--- config.mk ---
export PLATFORM = sky130hd
export DESIGN_NAME = pipe_field
export DESIGN_NICKNAME = d
export VERILOG_FILES = /design/src/rtl/pipe_field.sv
export SDC_FILE = /design/constraint.sdc
export NUM_CORES = 1
export LEC_CHECK = 0
export ABC_CLOCK_PERIOD_IN_PS = 4900
export CAP_MARGIN = 5
export CORE_AREA = 2 2 129 81
export DETAILED_ROUTE_END_ITERATION = 7
export DIE_AREA = 0 0 131 83
export PLACE_DENSITY = 0.69
export SLEW_MARGIN = 25
export SYNTH_ARGS = -nofsm -noshare
export SYNTH_HDL_FRONTEND = slang
export SYNTH_SLANG_ARGS = --single-unit
--- constraint.sdc ---
create_clock -name clk -period 4.9 [get_ports clk]
set_input_delay 0.49 -clock clk [delete_from_list [all_inputs] [get_ports clk]]
set_output_delay 0.49 -clock clk [all_outputs]
set_load 0.03 [all_outputs]
--- src/rtl/pipe_field.sv ---
// pipe_field: generates pipe obstacles at the right edge of the LED matrix,
// scrolls them toward the bird column, detects collisions and keeps a
// saturating score. Optional build macro PIPE_FIELD_SPEEDUP_EN shortens the
// scroll period by one cycle each time the score reaches a nonzero multiple
// of four (never below one cycle).
module pipe_field #(
  parameter int ROWS         = 8,
  parameter int COLS         = 8,
  parameter int SCROLL_DIV   = 4,
  parameter int PIPE_SPACING = 4,
  parameter int GAP          = 3,
  parameter int SCORE_W      = 4
) (
  input  logic                 clk,
  input  logic                 reset,
  input  logic                 in,
  input  logic [ROWS-1:0]      bird_col,
  output logic [ROWS*COLS-1:0] pipes,
  output logic                 Over,
  output logic [SCORE_W-1:0]   score
);

  localparam int TICK_W    = $clog2(SCROLL_DIV + 1);
  localparam int SP_W      = (PIPE_SPACING > 1) ? $clog2(PIPE_SPACING) : 1;
  localparam int N_GAP_POS = ROWS - GAP + 1;

  typedef enum logic [1:0] {
    S_IDLE = 2'd0,
    S_RUN  = 2'd1,
    S_OVER = 2'd2
  } state_t;

  state_t                 state_q, state_d;
  logic [ROWS*COLS-1:0]   pipes_q, pipes_d;
  logic [SCORE_W-1:0]     score_q, score_d;
  logic [TICK_W-1:0]      tick_q, tick_d;
  logic [SP_W-1:0]        spacing_q, spacing_d;
  logic [7:0]             lfsr_q, lfsr_d;

  logic [TICK_W-1:0]      tick_last;
  logic [31:0]            gap_pos;
  logic [ROWS-1:0]        spawn_hole;
  logic [ROWS-1:0]        spawn_col;
  logic [ROWS-1:0]        col0;
  logic                   collision;
  logic                   score_inc;

`ifdef PIPE_FIELD_SPEEDUP_EN
  logic [TICK_W-1:0]      period_q, period_d;
  assign tick_last = period_q - TICK_W'(1);
`else
  assign tick_last = TICK_W'(SCROLL_DIV - 1);
`endif

  // Fibonacci LFSR x^8+x^6+x^5+x^4+1; free-running so gaps depend on start time
  always_comb begin
    lfsr_d = {lfsr_q[6:0], lfsr_q[7] ^ lfsr_q[5] ^ lfsr_q[4] ^ lfsr_q[3]};
  end

  // Lowest open row of the next pipe, and the open rows it implies
  assign gap_pos = 32'(lfsr_q) % 32'(N_GAP_POS);
  for (genvar gi = 0; gi < ROWS; gi++) begin : g_hole
    assign spawn_hole[gi] = (32'(gi) >= gap_pos) && (32'(gi) < gap_pos + 32'(GAP));
  end

  // A pipe is spawned only on the first scroll of each spacing period
  assign spawn_col = (spacing_q == '0) ? ~spawn_hole : '0;

  assign col0      = pipes_q[ROWS-1:0];
  assign collision = (state_q == S_RUN) && (((col0 & bird_col) != '0) || (bird_col == '0));
  assign score_inc = (col0 != '0) && (score_q != {SCORE_W{1'b1}});

  // Next-state: FSM, scroll timing, pipe shifting/spawning and scoring
  always_comb begin
    state_d   = state_q;
    pipes_d   = pipes_q;
    score_d   = score_q;
    tick_d    = tick_q;
    spacing_d = spacing_q;
`ifdef PIPE_FIELD_SPEEDUP_EN
    period_d  = period_q;
`endif
    case (state_q)
      S_IDLE: begin
        tick_d = '0;
        if (in) state_d = S_RUN;
      end
      S_RUN: begin
        // Collision wins over a scroll falling in the same cycle
        if (collision) begin
          state_d = S_OVER;
        end else if (tick_q == tick_last) begin
          tick_d    = '0;
          pipes_d   = {spawn_col, pipes_q[ROWS*COLS-1:ROWS]};
          spacing_d = (spacing_q == SP_W'(PIPE_SPACING - 1)) ? '0 : spacing_q + SP_W'(1);
          if (score_inc) begin
            score_d = score_q + SCORE_W'(1);
`ifdef PIPE_FIELD_SPEEDUP_EN
            if (((32'(score_q) + 32'd1) % 32'd4 == 32'd0) && (period_q > TICK_W'(1)))
              period_d = period_q - TICK_W'(1);
`endif
          end
        end else begin
          tick_d = tick_q + TICK_W'(1);
        end
      end
      S_OVER: begin
        state_d = S_OVER;
      end
      default: begin
        state_d = S_IDLE;
      end
    endcase
  end

  // State registers with synchronous reset
  always_ff @(posedge clk) begin
    if (reset) begin
      state_q   <= S_IDLE;
      pipes_q   <= '0;
      score_q   <= '0;
      tick_q    <= '0;
      spacing_q <= '0;
      lfsr_q    <= 8'hA5;
`ifdef PIPE_FIELD_SPEEDUP_EN
      period_q  <= TICK_W'(SCROLL_DIV);
`endif
    end else begin
      state_q   <= state_d;
      pipes_q   <= pipes_d;
      score_q   <= score_d;
      tick_q    <= tick_d;
      spacing_q <= spacing_d;
      lfsr_q    <= lfsr_d;
`ifdef PIPE_FIELD_SPEEDUP_EN
      period_q  <= period_d;
`endif
    end
  end

  assign pipes = pipes_q;
  assign Over  = (state_q == S_OVER);
  assign score = score_q;

endmodule

==> impl_metrics.toml, run 1 <==
[status]
status = "complete, no violations"

[setup_path]
crit_path_max_fanout = 17
ws_path_type = "reg2reg"
worst_setup_path_start_kind = "register"
critical_path.most_common_cell = "sky130_fd_sc_hd__ha_1"
crit_arrival_ps = 4550
crit_buf_inv = 0
slack_of_the_worst_reg_to_reg_path_ps = 580
critical_path.endpoint_type = "register"
critPathRequiredTime_ps = 5130
crit_path_max_incr_delay_ps = 710
crit_slowest_cell = "sky130_fd_sc_hd__dfxtp_1"
critPathTopFamily = "compound AO/OA/AOI/OAI gates"
crit_chain = "ha_1 > nand3b_1 > mux2i_1 > a21oi_1 > a2bb2oi_1 > nand3_1 > ha_1 > a31oi_1 > a21o_1 > a21boi_0 > a2111oi_0 > o2bb2ai_1"

[layout]
most_frequent_cells_in_the_layout = "sky130_fd_sc_hd__nand2_1, sky130_fd_sc_hd__dfxtp_1, sky130_fd_sc_hd__clkdlybuf4s50_1, sky130_fd_sc_hd__a21oi_1, sky130_fd_sc_hd__nor2_1"
num-nets-final = 619
n_antenna_cell = 0
layout-drive-gt1-share = 0.0778
final_common_cell = "sky130_fd_sc_hd__nand2_1"
area.growth.synth_to_final_pct = 27.8
filler_cell_count = 868

[grt]
number_of_antenna_violations_at_the_first_check_in_global_routing = 0
grt_first_pass_wirelength_um = 18800
gr_util_all_layers = 0.217
grt_pass1_vias = 3683
leftover_overflow_at_the_end_of_global_routing = 0
largest_net_degree_at_the_start_of_global_routing = 80

[sta]
achievable-frequency_mhz = 231
fin_crit_sh = 0.882
final_skew_ps = 8.19
max_transition_margin = 0.467
grt_setup_unrepaired = "false"
setup_violators_final = 0
fin_setup_tns_ps = 0
final.min_clock_period_ps = 4320
number_of_hold_violations_in_the_final_report = 0
finalMaxSlewViolations = 0
worst_pin_slew_ps = 799
final.hold.worst_slack_ps = 466

[detailed_routing]
detail_route.wl_per_cell_um = 15.7
total_iterations_of_the_first_detailed_routing_run = 5
wl_um = 11600
post_drt_via_cell_ratio = 5.58
detail_route.iter0.violations = 360
via_count = 4127
antenna_violating_nets_post_route = 0
drc = 0

[worst_hold_path]
min_path_type = "reg2reg"

[cts]
cts_root_buf = "sky130_fd_sc_hd__clkbuf_16"
cts_sinks = 83
h-tree-depth = 3
cts_max_path_buffers = 2
post_cts_resized = 0
numCtsBuffers = 9
clk_latency_ps = 340
cts.reportedPaths.clkPinSlew_ps = 70
cts_tree = "yes"
post_cts_hold_buffer_count = 0
post_cts_buffers = 0

[synthesis]
netlist-cell-type-count = 76
synth.cell_area_mm2 = 0.00422
part_of_the_yosys_area_used_for_sequential_elements = 0.394
synth.ff_latch_count = 83
postSynth.asyncResetShare = 0
synth_top_flop_cell = "sky130_fd_sc_hd__dfxtp_1"
syn-num-nets = 560
post_synth_inst_count = 540
post_synth.cell_area_avg_um2 = 7.81
yosysWarnings = 0
synth-edff-count = 0

[power]
worst_ir_drop_vdd_v = 0.000175
cellPowerDensity_mw_per_mm2 = 341
power.leakage_nw = 1.82

[floorplanning]
std_cell_rows = 28
placeableCoreArea_mm2 = 0.00963
starting_utilization_of_the_core_area = 0.438
dieHeight_um = 83
io_pins = 80
die-width_um = 131
dieArea_mm2 = 0.0109

[job]
timing.max_cap.violations = 0

[place]
dp.final_hpwl_um = 8110
place_congestion = 0.961
place.port_buffers = 79
-- registers in the layout, indices dropped and copies added (netlist names) --
name	cells
tick_q	3
state_q	2
pipes	64
score	4
lfsr_q	8
spacing_q	2
-- per-stage QoR --
step,setup slack [ps],area (µm²),std cells,power (W),util
after floorplan,1250,4220,540,0.00100,-
after global placement,948,5060,723,0.00109,0.525
after detailed placement,790,5060,723,0.00109,0.525
after CTS,742,5390,739,0.00184,0.559
after global routing,195,5390,739,0.00192,0.559
final,578,5390,739,0.00184,0.559
-- cells in the mapped netlist (2+ instances only) --
| library cell | count | share of area |
|---|---|---|
| sky130_fd_sc_hd__or2_2 | 5 | 0.0074 |
| sky130_fd_sc_hd__nor2_1 | 21 | 0.019 |
| sky130_fd_sc_hd__o21ai_0 | 14 | 0.017 |
| sky130_fd_sc_hd__a31oi_1 | 7 | 0.010 |
| sky130_fd_sc_hd__nand4_1 | 5 | 0.0074 |
| sky130_fd_sc_hd__a221oi_1 | 3 | 0.0062 |
| sky130_fd_sc_hd__buf_4 | 2 | 0.0036 |
| sky130_fd_sc_hd__mux2i_1 | 4 | 0.0095 |
| sky130_fd_sc_hd__o2bb2ai_1 | 4 | 0.0083 |
| sky130_fd_sc_hd__and4_1 | 2 | 0.0042 |
| sky130_fd_sc_hd__nand3_1 | 8 | 0.0095 |
| sky130_fd_sc_hd__a2111oi_0 | 4 | 0.0083 |
| sky130_fd_sc_hd__and2_1 | 3 | 0.0044 |
| sky130_fd_sc_hd__clkbuf_1 | 28 | 0.025 |
| sky130_fd_sc_hd__buf_6 | 2 | 0.0053 |
| sky130_fd_sc_hd__nand2b_1 | 6 | 0.0089 |
| sky130_fd_sc_hd__nor2b_1 | 4 | 0.0059 |
| sky130_fd_sc_hd__buf_1 | 3 | 0.0027 |
| sky130_fd_sc_hd__inv_1 | 12 | 0.011 |
| sky130_fd_sc_hd__a211oi_1 | 10 | 0.018 |
| sky130_fd_sc_hd__a311oi_1 | 2 | 0.0042 |
| sky130_fd_sc_hd__o21ai_1 | 4 | 0.0047 |
| sky130_fd_sc_hd__dfxtp_1 | 83 | 0.39 |
| sky130_fd_sc_hd__o211ai_1 | 3 | 0.0053 |
| sky130_fd_sc_hd__nand2_1 | 134 | 0.12 |
| sky130_fd_sc_hd__a21boi_0 | 2 | 0.0036 |
| sky130_fd_sc_hd__xnor2_1 | 6 | 0.012 |
| sky130_fd_sc_hd__ha_1 | 9 | 0.027 |
| sky130_fd_sc_hd__nor4_1 | 8 | 0.012 |
| sky130_fd_sc_hd__nor3_1 | 12 | 0.014 |
| sky130_fd_sc_hd__a21oi_1 | 72 | 0.085 |
| sky130_fd_sc_hd__buf_2 | 2 | 0.0024 |
| sky130_fd_sc_hd__a22o_1 | 2 | 0.0042 |
| sky130_fd_sc_hd__xor2_1 | 5 | 0.010 |
| sky130_fd_sc_hd__a21o_1 | 5 | 0.0089 |
| sky130_fd_sc_hd__or3_1 | 2 | 0.0030 |
| sky130_fd_sc_hd__a2bb2oi_1 | 3 | 0.0062 |
-- logic make-up after synthesis --
logic type | Yosys count | share of synthesized area
AOI/OAI and AO/OA | 153 | 0.235
adders and majority gates | 10 | 0.0291
and+or+nand+nor | 227 | 0.253
muxes | 5 | 0.0122
DFF | 83 | 0.394
xor gates and xnor gates | 12 | 0.0267
buffers and inverters | 50 | 0.0504
-- worst reg2reg max path: stages, from the launching register on --
cell and delay, ps:
sky130_fd_sc_hd__dfxtp_1 710, sky130_fd_sc_hd__ha_1 510, sky130_fd_sc_hd__nand3b_1 260, sky130_fd_sc_hd__mux2i_1 210
sky130_fd_sc_hd__a21oi_1 570, sky130_fd_sc_hd__a2bb2oi_1 200, sky130_fd_sc_hd__nand3_1 210, sky130_fd_sc_hd__ha_1 260
sky130_fd_sc_hd__a31oi_1 220, sky130_fd_sc_hd__a21o_1 190, sky130_fd_sc_hd__a21boi_0 530, sky130_fd_sc_hd__a2111oi_0 170
sky130_fd_sc_hd__o2bb2ai_1 160
-- where the power goes --
group | leakage, nW | switching, W | internal [W]
registers | 0.671 | 0.0000243 | 0.000686
logic | 0.988 | 0.000234 | 0.000145
clock network | 0.164 | 0.000291 | 0.000456
total | 1.82 | 0.000549 | 0.00129
-- area by class of cell --
class | count | area (µm²) | share of cell area
clock inverters | 7 | 105 | 0.0195
flip-flops and latches | 83 | 1660 | 0.308
clock buffers | 9 | 225 | 0.0418
repair buffers | 85 | 831 | 0.154
well taps | 135 | 169 | 0.0313
multi-input cells | 407 | 2350 | 0.436
inverters | 13 | 48.8 | 0.00905
-- worst paths after layout --
path,startpoint,to,cells past startpoint
setup / recovery,lfsr_q[6]$_SDFF_PP0_,pipes[61]$_SDFFE_PP0P_,12
hold / removal,pipes[44]$_SDFFE_PP0P_,pipes[36]$_SDFFE_PP0P_,2
setup reg to reg,lfsr_q[6]$_SDFF_PP0_,pipes[61]$_SDFFE_PP0P_,12
hold reg to reg,pipes[44]$_SDFFE_PP0P_,pipes[36]$_SDFFE_PP0P_,2
-- metal layers --
metal	GRT usage	wire length [µm]	vias up
li1	-	-	2026
met2	0.284	4530	186
met4	0.0474	91	0
met1	0.340	5910	1907
met5	0	0	-
met3	0.0689	1070	8
No activity file was read; power rests on OpenSTA's default activity.
==> inputs of run 2 (changes only) <==
--- a/config.mk
+++ b/config.mk
@@ -7,10 +7,9 @@
 export LEC_CHECK = 0
 export ABC_CLOCK_PERIOD_IN_PS = 4900
 export CAP_MARGIN = 5
-export CORE_AREA = 2 2 129 81
+export CORE_AREA = 2 2 157 97
 export DETAILED_ROUTE_END_ITERATION = 7
-export DIE_AREA = 0 0 131 83
-export PLACE_DENSITY = 0.69
+export DIE_AREA = 0 0 159 99
 export SLEW_MARGIN = 25
 export SYNTH_ARGS = -nofsm -noshare
 export SYNTH_HDL_FRONTEND = slang
==> run 2 against run 1 <==
Net effect:
- design area is 0.93% higher
- critical endpoint unchanged
- hold slack better by 1.5 ps
- power is 4.0% lower
- sequential share of layout area is 0.28 points lower
- maximum frequency is 0.33% higher
- combinational power is 3% lower
- global-route usage is 6.4 points lower
- clock power is 8.7% lower
==> impl_metrics.toml, run 2 (synthesis results as in run 1) <==
[cts]
numCtsBuffers = 9
post_cts_hold_buffer_count = 0
cts.reportedPaths.clkPinSlew_ps = 60
post_cts_resized = 0
clk_latency_ps = 330
h-tree-depth = 3
cts_tree = "yes"
cts_max_path_buffers = 2
cts_root_buf = "sky130_fd_sc_hd__clkbuf_16"
post_cts_buffers = 0
cts_sinks = 83

[layout]
area.growth.synth_to_final_pct = 28.9
num-nets-final = 619
final_common_cell = "sky130_fd_sc_hd__nand2_1"
finish.utilization = 0.381
most_frequent_cells_in_the_layout = "sky130_fd_sc_hd__nand2_1, sky130_fd_sc_hd__dfxtp_1, sky130_fd_sc_hd__clkdlybuf4s50_1, sky130_fd_sc_hd__a21oi_1, sky130_fd_sc_hd__nor2_1"
sequential_cell_area_mm2 = 0.00166
flip_flop_count_of_the_largest_register_all_copies_and_words_added = 64
multi_input_comb_area_mm2 = 0.00235
layout-drive-gt1-share = 0.0762
n_antenna_cell = 0
filler_cell_count = 1517

[place]
place_congestion = 0.910
dp.final_hpwl_um = 8660
place.port_buffers = 79

[grt]
leftover_overflow_at_the_end_of_global_routing = 0
grt_pass1_vias = 3763
grt_first_pass_wirelength_um = 19600
number_of_antenna_violations_at_the_first_check_in_global_routing = 0
largest_net_degree_at_the_start_of_global_routing = 71
gr_util_all_layers = 0.153

[sta]
achievable-frequency_mhz = 232
setup_violators_final = 0
max_transition_margin = 0.478
fin_crit_sh = 0.879
final.min_clock_period_ps = 4310
grt_setup_unrepaired = "false"
worst_pin_slew_ps = 779
fin_setup_tns_ps = 0
final_skew_ps = 4.79
finalMaxSlewViolations = 0
number_of_hold_violations_in_the_final_report = 0

[detailed_routing]
antenna_violating_nets_post_route = 0
post_drt_via_cell_ratio = 5.14
total_iterations_of_the_first_detailed_routing_run = 4
detail_route.iter0.violations = 324
via_count = 4122
wl_um = 12100
drc = 0
detail_route.wl_per_cell_um = 15.1

[setup_path]
critical_path.endpoint_type = "register"
crit_chain = "ha_1 > nand3b_1 > mux2i_1 > a21oi_1 > a2bb2oi_1 > nand3_1 > ha_1 > inv_1 > maj3_1 > a21oi_1 > o21ai_0 > inv_1 > a211oi_1 > o21ai_0 > o2bb2ai_1"
ws_path_type = "reg2reg"
worstRegToRegCells = 15
timing.rr.end = "pipes[61]$_SDFFE_PP0P_"
crit_path_max_fanout = 20
slack_of_the_worst_reg_to_reg_path_ps = 590
crit_slowest_cell = "sky130_fd_sc_hd__dfxtp_1"
worstReg2RegStart = "lfsr_q[7]$_SDFF_PP1_"
critPathRequiredTime_ps = 5120
crit_arrival_ps = 4530
worst_setup_path_start_kind = "register"
crit_path_max_incr_delay_ps = 760

[worst_hold_path]
min_delay_path_depth = 2
min_path_type = "reg2reg"
hp-start = "pipes[26]$_SDFFE_PP0P_"
worstHoldEndpoint = "pipes[18]$_SDFFE_PP0P_"

[power]
power.leakage_nw = 1.80
sequentialPowerShare = 0.404
power.share.switching = 0.302
comb_power_share = 0.209
worst_ir_drop_vdd_v = 0.000211
switching_power_w = 0.000532
clock_power_share = 0.387
cellPowerDensity_mw_per_mm2 = 324
totalPowerFinal_w = 0.00176
power.internal_w = 0.00123

[floorplanning]
die-width_um = 159
starting_utilization_of_the_core_area = 0.295
dieArea_mm2 = 0.0157
dieHeight_um = 99
placeableCoreArea_mm2 = 0.0143
io_pins = 80
std_cell_rows = 34

[job]
timing.max_cap.violations = 0

[status]
status = "complete, no violations"
run 2: cell count changes in the layout (fill, tap and decap cells not counted):
cell,before,now
sky130_fd_sc_hd__clkinvlp_4,0,1
sky130_fd_sc_hd__inv_8,2,0
sky130_fd_sc_hd__clkinv_2,1,0
sky130_fd_sc_hd__clkinv_4,0,2
sky130_fd_sc_hd__clkbuf_1,0,1
sky130_fd_sc_hd__bufinv_16,2,1
run 2: power groups by stage:
stage	Sequential, W	Combinational [W]	Clock, W
after CTS	0.000713	0.000360	0.000702
after floorplan	0.000709	0.000293	0
after global placement	0.000728	0.000361	0
final	0.000713	0.000369	0.000682
after global routing	0.000717	0.000407	0.000737
after detailed placement	0.000728	0.000357	0
run 2: layout make-up:
cell class | count | area share
Sequential cell | 83 | 0.305
Clock buffer | 10 | 0.0421
Multi-Input combinational cell | 407 | 0.432
Inverter | 13 | 0.00897
Timing Repair Buffer | 85 | 0.153
Tap cell | 198 | 0.0455
Clock inverter | 6 | 0.0133
run 2: how the worst max path moves through the flow:
stage,from,to,cells after the start
floorplan,lfsr_q[6]$_SDFF_PP0_,pipes[58]$_SDFFE_PP0P_,18
global placement,lfsr_q[7]$_SDFF_PP1_,pipes[61]$_SDFFE_PP0P_,15
detailed placement,lfsr_q[7]$_SDFF_PP1_,pipes[58]$_SDFFE_PP0P_,13
CTS,lfsr_q[7]$_SDFF_PP1_,pipes[58]$_SDFFE_PP0P_,15
global route,lfsr_q[7]$_SDFF_PP1_,pipes[58]$_SDFFE_PP0P_,13
finish,lfsr_q[7]$_SDFF_PP1_,pipes[61]$_SDFFE_PP0P_,15
run 2: metrics by stage:
step / std cells / setup WS, ps / area [µm²] / hold slack, ps
6_report: 802 / 592 / 5440 / 467
4_1_cts: 802 / 708 / 5440 / 467
3_3_place_gp: 786 / 833 / 5140 / 455
5_1_grt: 802 / 243 / 5440 / 482
2_1_floorplan: 540 / 1250 / 4220 / 452
3_5_place_dp: 786 / 751 / 5140 / 461
run 2: layer usage:
layer  up-vias  wire [µm]  global-route usage
met1      1940       6220               0.231
li1       2030          -                   -
met3         5        889              0.0354
met5         -          0                   0
met4         0         64              0.0357
met2       147       4900               0.216
run 2: critical path: cells and delay by family, from the launching register on:
family / cells / cell delay (ps)
multiplexers: 1 / 200
flip-flops: 1 / 760
AO/OA/AOI/OAI: 7 / 1590
adder cells (fa/ha/maj): 3 / 970
AND/OR/NAND/NOR: 2 / 470
buffers and inverters: 2 / 200
